### src/rtl/mips_multicycle_control.sv
// Multicycle MIPS main control FSM.
// Sequences each instruction over 3-5 states around one shared ALU and one
// unified memory port. Memory accesses wait on mem_ready_i. An optional
// watchdog (WAIT_LIMIT > 0) aborts an access stuck low for WAIT_LIMIT cycles.
// Optional feature macro: MC_BNE_EN adds the BNE state and the branch_ne_o port.
//
// state    | meaning
// ---------+------------------------------------------------------
// FETCH    | read instruction at PC, PC <= PC+4 when memory ready
// DECODE   | read registers, precompute branch target, dispatch
// MEMADR   | compute lw/sw effective address
// MEMRD    | load data read, waits on mem_ready
// MEMWB    | write loaded data to rt
// MEMWR    | store data write, waits on mem_ready
// RTYPE_EX | R-type ALU operation
// ALU_WB   | write ALU result to rd
// BRANCH   | beq compare, PC <= target if equal
// ADDI_EX  | addi ALU operation
// ADDI_WB  | write ALU result to rt
// JUMP     | PC <= jump target
// BNE      | bne compare, PC <= target if not equal (MC_BNE_EN only)
module mips_multicycle_control #(
    parameter int OPCODE_W   = 6,
    parameter int WAIT_LIMIT = 0,
    parameter int STATE_W    = 4
) (
    input  logic                clk_i,
    input  logic                reset_i,
    input  logic [OPCODE_W-1:0] opcode_i,
    input  logic                mem_ready_i,
    output logic                mem_req_o,
    output logic                iord_o,
    output logic                ir_write_o,
    output logic                pc_write_o,
    output logic                branch_o,
    output logic                alu_src_a_o,
    output logic [1:0]          alu_src_b_o,
    output logic [1:0]          alu_op_o,
    output logic [1:0]          pc_src_o,
    output logic                reg_dst_o,
    output logic                mem2reg_o,
    output logic                we3_o,
    output logic                we_o,
    output logic                illegal_op_o,
    output logic                bus_err_o,
`ifdef MC_BNE_EN
    output logic                branch_ne_o,
`endif
    output logic [STATE_W-1:0]  state_o
);

    localparam logic [STATE_W-1:0] S_FETCH    = STATE_W'(0);
    localparam logic [STATE_W-1:0] S_DECODE   = STATE_W'(1);
    localparam logic [STATE_W-1:0] S_MEMADR   = STATE_W'(2);
    localparam logic [STATE_W-1:0] S_MEMRD    = STATE_W'(3);
    localparam logic [STATE_W-1:0] S_MEMWB    = STATE_W'(4);
    localparam logic [STATE_W-1:0] S_MEMWR    = STATE_W'(5);
    localparam logic [STATE_W-1:0] S_RTYPE_EX = STATE_W'(6);
    localparam logic [STATE_W-1:0] S_ALU_WB   = STATE_W'(7);
    localparam logic [STATE_W-1:0] S_BRANCH   = STATE_W'(8);
    localparam logic [STATE_W-1:0] S_ADDI_EX  = STATE_W'(9);
    localparam logic [STATE_W-1:0] S_ADDI_WB  = STATE_W'(10);
    localparam logic [STATE_W-1:0] S_JUMP     = STATE_W'(11);
`ifdef MC_BNE_EN
    localparam logic [STATE_W-1:0] S_BNE      = STATE_W'(12);
    localparam logic [OPCODE_W-1:0] OP_BNE    = OPCODE_W'(6'b000101);
`endif

    localparam logic [OPCODE_W-1:0] OP_LW     = OPCODE_W'(6'b100011);
    localparam logic [OPCODE_W-1:0] OP_SW     = OPCODE_W'(6'b101011);
    localparam logic [OPCODE_W-1:0] OP_RTYPE  = OPCODE_W'(6'b000000);
    localparam logic [OPCODE_W-1:0] OP_BEQ    = OPCODE_W'(6'b000100);
    localparam logic [OPCODE_W-1:0] OP_ADDI   = OPCODE_W'(6'b001000);
    localparam logic [OPCODE_W-1:0] OP_J      = OPCODE_W'(6'b000010);

    logic [STATE_W-1:0] state_q, state_d;
    logic               is_sw_q, is_sw_d;
    logic               illegal_q, illegal_d;
    logic               bus_err_q;
    logic               mem_state;
    logic               timeout;

    // States that wait on the memory handshake and are covered by the watchdog.
    assign mem_state = (state_q == S_FETCH) || (state_q == S_MEMRD) || (state_q == S_MEMWR);

    generate
        if (WAIT_LIMIT > 0) begin : g_wdog
            localparam int CNT_W = $clog2(WAIT_LIMIT + 1);
            logic [CNT_W-1:0] wait_cnt_q, wait_cnt_d;

            // Timeout fires on the WAIT_LIMIT-th consecutive low cycle; a ready
            // on that same cycle completes the access normally.
            assign timeout = mem_state && !mem_ready_i &&
                             (wait_cnt_q == CNT_W'(WAIT_LIMIT - 1));

            // Count low cycles in a waiting state; restart on any state entry.
            always_comb begin
                wait_cnt_d = '0;
                if (mem_state && (state_d == state_q) && !timeout && !mem_ready_i)
                    wait_cnt_d = wait_cnt_q + CNT_W'(1);
            end

            // Watchdog counter register.
            always_ff @(posedge clk_i) begin
                if (reset_i) wait_cnt_q <= '0;
                else         wait_cnt_q <= wait_cnt_d;
            end
        end else begin : g_no_wdog
            assign timeout = 1'b0;
        end
    endgenerate

    // Next-state logic; opcode is only looked at in DECODE and the lw/sw
    // choice is latched there so later opcode changes cannot redirect it.
    always_comb begin
        state_d   = state_q;
        is_sw_d   = is_sw_q;
        illegal_d = 1'b0;
        case (state_q)
            S_FETCH:    if (mem_ready_i) state_d = S_DECODE;
            S_DECODE: begin
                is_sw_d = (opcode_i == OP_SW);
                case (opcode_i)
                    OP_LW, OP_SW: state_d = S_MEMADR;
                    OP_RTYPE:     state_d = S_RTYPE_EX;
                    OP_BEQ:       state_d = S_BRANCH;
                    OP_ADDI:      state_d = S_ADDI_EX;
                    OP_J:         state_d = S_JUMP;
`ifdef MC_BNE_EN
                    OP_BNE:       state_d = S_BNE;
`endif
                    default: begin
                        state_d   = S_FETCH;
                        illegal_d = 1'b1;
                    end
                endcase
            end
            S_MEMADR:   state_d = is_sw_q ? S_MEMWR : S_MEMRD;
            S_MEMRD:    if (mem_ready_i) state_d = S_MEMWB;
            S_MEMWB:    state_d = S_FETCH;
            S_MEMWR:    if (mem_ready_i) state_d = S_FETCH;
            S_RTYPE_EX: state_d = S_ALU_WB;
            S_ALU_WB:   state_d = S_FETCH;
            S_BRANCH:   state_d = S_FETCH;
            S_ADDI_EX:  state_d = S_ADDI_WB;
            S_ADDI_WB:  state_d = S_FETCH;
            S_JUMP:     state_d = S_FETCH;
`ifdef MC_BNE_EN
            S_BNE:      state_d = S_FETCH;
`endif
            default:    state_d = S_FETCH;
        endcase
        if (timeout) state_d = S_FETCH;
    end

    // State and pulse registers.
    always_ff @(posedge clk_i) begin
        if (reset_i) begin
            state_q   <= S_FETCH;
            is_sw_q   <= 1'b0;
            illegal_q <= 1'b0;
            bus_err_q <= 1'b0;
        end else begin
            state_q   <= state_d;
            is_sw_q   <= is_sw_d;
            illegal_q <= illegal_d;
            bus_err_q <= timeout;
        end
    end

    // Moore output decode, all forced low while reset is high.
    always_comb begin
        mem_req_o    = 1'b0;
        iord_o       = 1'b0;
        ir_write_o   = 1'b0;
        pc_write_o   = 1'b0;
        branch_o     = 1'b0;
        alu_src_a_o  = 1'b0;
        alu_src_b_o  = 2'b00;
        alu_op_o     = 2'b00;
        pc_src_o     = 2'b00;
        reg_dst_o    = 1'b0;
        mem2reg_o    = 1'b0;
        we3_o        = 1'b0;
        we_o         = 1'b0;
        illegal_op_o = 1'b0;
        bus_err_o    = 1'b0;
`ifdef MC_BNE_EN
        branch_ne_o  = 1'b0;
`endif
        if (!reset_i) begin
            illegal_op_o = illegal_q;
            bus_err_o    = bus_err_q;
            case (state_q)
                S_FETCH: begin
                    mem_req_o   = 1'b1;
                    alu_src_b_o = 2'b01;
                    ir_write_o  = mem_ready_i;
                    pc_write_o  = mem_ready_i;
                end
                S_DECODE:   alu_src_b_o = 2'b11;
                S_MEMADR: begin
                    alu_src_a_o = 1'b1;
                    alu_src_b_o = 2'b10;
                end
                S_MEMRD: begin
                    mem_req_o = 1'b1;
                    iord_o    = 1'b1;
                end
                S_MEMWB: begin
                    mem2reg_o = 1'b1;
                    we3_o     = 1'b1;
                end
                S_MEMWR: begin
                    mem_req_o = 1'b1;
                    iord_o    = 1'b1;
                    we_o      = !timeout;
                end
                S_RTYPE_EX: begin
                    alu_src_a_o = 1'b1;
                    alu_op_o    = 2'b10;
                end
                S_ALU_WB: begin
                    reg_dst_o = 1'b1;
                    we3_o     = 1'b1;
                end
                S_BRANCH: begin
                    alu_src_a_o = 1'b1;
                    alu_op_o    = 2'b01;
                    pc_src_o    = 2'b01;
                    branch_o    = 1'b1;
                end
                S_ADDI_EX: begin
                    alu_src_a_o = 1'b1;
                    alu_src_b_o = 2'b10;
                end
                S_ADDI_WB:  we3_o = 1'b1;
                S_JUMP: begin
                    pc_src_o   = 2'b10;
                    pc_write_o = 1'b1;
                end
`ifdef MC_BNE_EN
                S_BNE: begin
                    alu_src_a_o = 1'b1;
                    alu_op_o    = 2'b01;
                    pc_src_o    = 2'b01;
                    branch_o    = 1'b1;
                    branch_ne_o = 1'b1;
                end
`endif
                default: ;
            endcase
        end
    end

    assign state_o = state_q;

endmodule

### config.mk
export PLATFORM = sky130hd
export DESIGN_NAME = mips_multicycle_control
export DESIGN_NICKNAME = d
export VERILOG_FILES = /design/src/rtl/mips_multicycle_control.sv
export SDC_FILE = /design/constraint.sdc
export NUM_CORES = 1
export LEC_CHECK = 0
export ABC_AREA = 1
export CAP_MARGIN = 20
export CORE_MARGIN = 4
export CORE_UTILIZATION = 40
export DETAILED_ROUTE_END_ITERATION = 7
export GPL_TIMING_DRIVEN = 0
export HOLD_SLACK_MARGIN = 0.05
export PLACE_DENSITY_LB_ADDON = 0.12
export SLEW_MARGIN = 5
export SYNTH_ARGS = -nofsm -noshare
export SYNTH_HDL_FRONTEND = slang
export SYNTH_SLANG_ARGS = --single-unit
### constraint.sdc
create_clock -name clk_i -period 2 [get_ports clk_i]
set_input_delay 0.4 -clock clk_i [delete_from_list [all_inputs] [get_ports clk_i]]
set_output_delay 0.4 -clock clk_i [all_outputs]
set_load 0.02 [all_outputs]
==> flow_summary.ini <==
[detailed_routing]
vias = 781
routed_wl_mm = 1.76
drt_iter0_markers = 22
ant_nets = 0
viasPerCell = 4.94
avgRoutedWirePerCell_um = 11.1
drc_errors = 0
dr.pass1.iters = 4

[cts]
clk_root_buffer_cell = clkbuf_4
cts_hold_buffers = 0
cts_tree = built
insertion_delay_ns = 0.25
clk_pin_slew_ns = 0.04
cts.path.max_buffers = 2
cts_buffers = 3
cts_sinks = 6
htreeDepth = 1

[synthesis]
synth_cells = 109
syn_area_um2 = 614
synth.area.top_cells = dfxtp_1 20%, nand2_1 17%, nor2_1 13%
synth_largest_area_cell = dfxtp_1
yosysSeqAreaShare_pct = 19.6
synth-seq-cells = 6
yosysTopAreaCellShare_pct = 19.6
synth_nets = 118
synth_edf_count = 0
yosys_warnings = 0
synth_ff_type = dfxtp_1
avgSynthCellArea_um2 = 5.64
async_flop_share_pct = 0
synthDistinctLibCells = 24

[critical_path]
crit_type = reg -> out
path_max_fanout = 8
cp_common_cell = inv_2
cpMaxStageDelayCell = dfxtp_2
cpPeakStageDelay_ns = 0.37
cp.arrival_ns = 1.50
path_cells = inv_2 -> nand2_1 -> nor2_4 -> inv_2 -> a31oi_1 -> clkdlybuf4s15_1
endpoint_kind = output pin
worst_setup_path_start_kind = register
required_ns = 1.60

[floorplanning]
initial_utilization_pct = 45.0
num_io_pins = 31
fp.dieW_um = 47.2
coreArea_mm2 = 0.00137
dieArea_mm2 = 0.00223
rows = 13
die-height_um = 47.2

[timing]
finalCritPeriodShare_pct = 94.9
rsz0062_at_grt = no
skew_ns = 0.00279
slew_viol_final = 0
fmax_mhz = 527
hold_viol_final = 0
finalSetupViolCount = 0
min_period_ns = 1.90
worst_hold_slack_ns = 0.452

[power_and_ir_drop]
power_density_mw_per_mm2 = 400
peakVddDrop_v = 0.000350
p_total_mw = 0.386
p_leak_nw = 0.506

[place]
gp_congestion = 0.865
port_buffers = 29
hpwl_mm = 1.32

[finish]
area_growth_pct = 57.4
antenna_cells = 0
post-route-util_pct = 70.8
fin_nets = 154
layout-drive-gt1-share_pct = 30.1

[global_routing]
antenna_found_initial = 0
grt_pass1_vias = 659
grt_max_degree = 11
gr-total-overflow = 0
grt_pass1_wl_mm = 2.64
grt_use_total_pct = 17.3

[status]
status = finished, final reports clean

[worst_hold_path]
hp-class = in -> reg

[run]
max_cap_violations = 0
## where the power goes
part | switching (mW) | internal [mW] | total [mW]
sequential | 0.00794 | 0.126 | 0.134
clock | 0.0436 | 0.0679 | 0.111
combinational | 0.0808 | 0.0603 | 0.141
total | 0.132 | 0.254 | 0.386
## worst max-delay path: cells and delay by family, from the launching register on
family / cells / cell delay, ns
AO/OA/AOI/OAI: 1 / 0.12
buffers and inverters: 3 / 0.48
AND/OR/NAND/NOR: 2 / 0.27
flip-flops: 1 / 0.37
## synth_stat cells, drive strengths merged (2+ instances only)
cell / n
nand4: 2
dfxtp: 6
nand3: 9
inv: 16
a21oi: 5
nor2: 27
nand2: 31
buf: 4
## flip-flops by register name (all words and copies together) (netlist names)
signal     cells
illegal_q      1
state_o        4
is_sw_q        1
## path summary, 6_finish.rpt
path | start | to | slack [ns] | cells past startpoint
max | state_o[1]$_SDFFE_PP0P_ | alu_src_b_o[1] | 0.10 | 6
min | reset_i | illegal_q$_SDFF_PP0_ | 0.45 | 2
max reg2reg | state_o[1]$_SDFFE_PP0P_ | state_o[2]$_SDFFE_PP0P_ | 0.77 | 8
min reg2reg | is_sw_q$_SDFFE_PP0P_ | is_sw_q$_SDFFE_PP0P_ | 0.48 | 2
## layer usage
| metal | part of all wire [%] | GRT usage [%] |
|---|---|---|
| met5 | 0 | 0 |
| met3 | 5.7 | 2.68 |
| met4 | 1.7 | 11.6 |
| met1 | 45 | 20.9 |
| met2 | 48 | 27.9 |
## final cells by class
| class | count | area [um^2] |
|---|---|---|
| repair buffers | 31 | 288 |
| clock buffers | 3 | 22.5 |
| multi-input cells | 83 | 425 |
| fillers | 140 | 399 |
| well taps | 15 | 18.8 |
| flip-flops and latches | 6 | 125 |
| inverters | 16 | 60.1 |
| plain buffers | 4 | 27.5 |
## cells in the final DEF, fill, tap and decap left out
cell             Yosys  layout
nand2_1             28      27
nor2_1              22      20
clkdlybuf4s50_1      0      11
inv_1               10       9
dlygate4sd2_1        0       9
nand3_1              8       8
inv_2                6       7
buf_4                3       6
nor2_2               3       4
nand2_2              3       4
dfxtp_2              0       4
nor2_4               2       3
a21oi_1              3       3
clkbuf_4             0       3
clkdlybuf4s15_2      0       3
buf_2                0       2
a21oi_2              2       2
nand4_1              2       2
dfxtp_1              6       2
clkdlybuf4s15_1      0       2
nor3_2               0       1
o21ai_1              1       1
a31oi_1              1       1
o221a_2              1       1
o22ai_1              1       1
nand3_2              1       1
nand3b_1             1       1
o211ai_1             1       1
nor4_2               1       1
conb_1               1       1
dlymetal6s2s_1       0       1
clkbuf_2             0       1
## kinds of logic (layout without fill, tap and decap cells)
logic type / Yosys count / in the layout / share of synthesized area, %
other: 1 / 1 / 0.610
flip-flops: 6 / 6 / 19.6
AO/OA/AOI/OAI: 10 / 10 / 11.2
AND/OR/NAND/NOR: 72 / 72 / 54.6
buffers and inverters: 20 / 54 / 14.1
## stage by stage
| stage | instance area [um^2] | worst slack, ns | setup TNS, ns | std cells |
|---|---|---|---|---|
| final | 967 | 0.102 | 0 | 158 |
| after global routing | 967 | 0.0143 | 0 | 158 |
| after CTS | 953 | 0.0179 | 0 | 158 |
| after detailed placement | 923 | -0.454 | -5.70 | 153 |
| after global placement | 923 | -0.453 | -5.83 | 153 |
| after floorplan | 614 | 0.135 | 0 | 109 |
## repair_timing
action,in CTS,in global routing
setup buffers,2,0
cloned,0,0
endpoints found under the setup margin,17,13
hold endpoints to repair,0,0
gates resized for setup,36,8
pin swaps,1,0
Power figures use the tool's default switching activity.
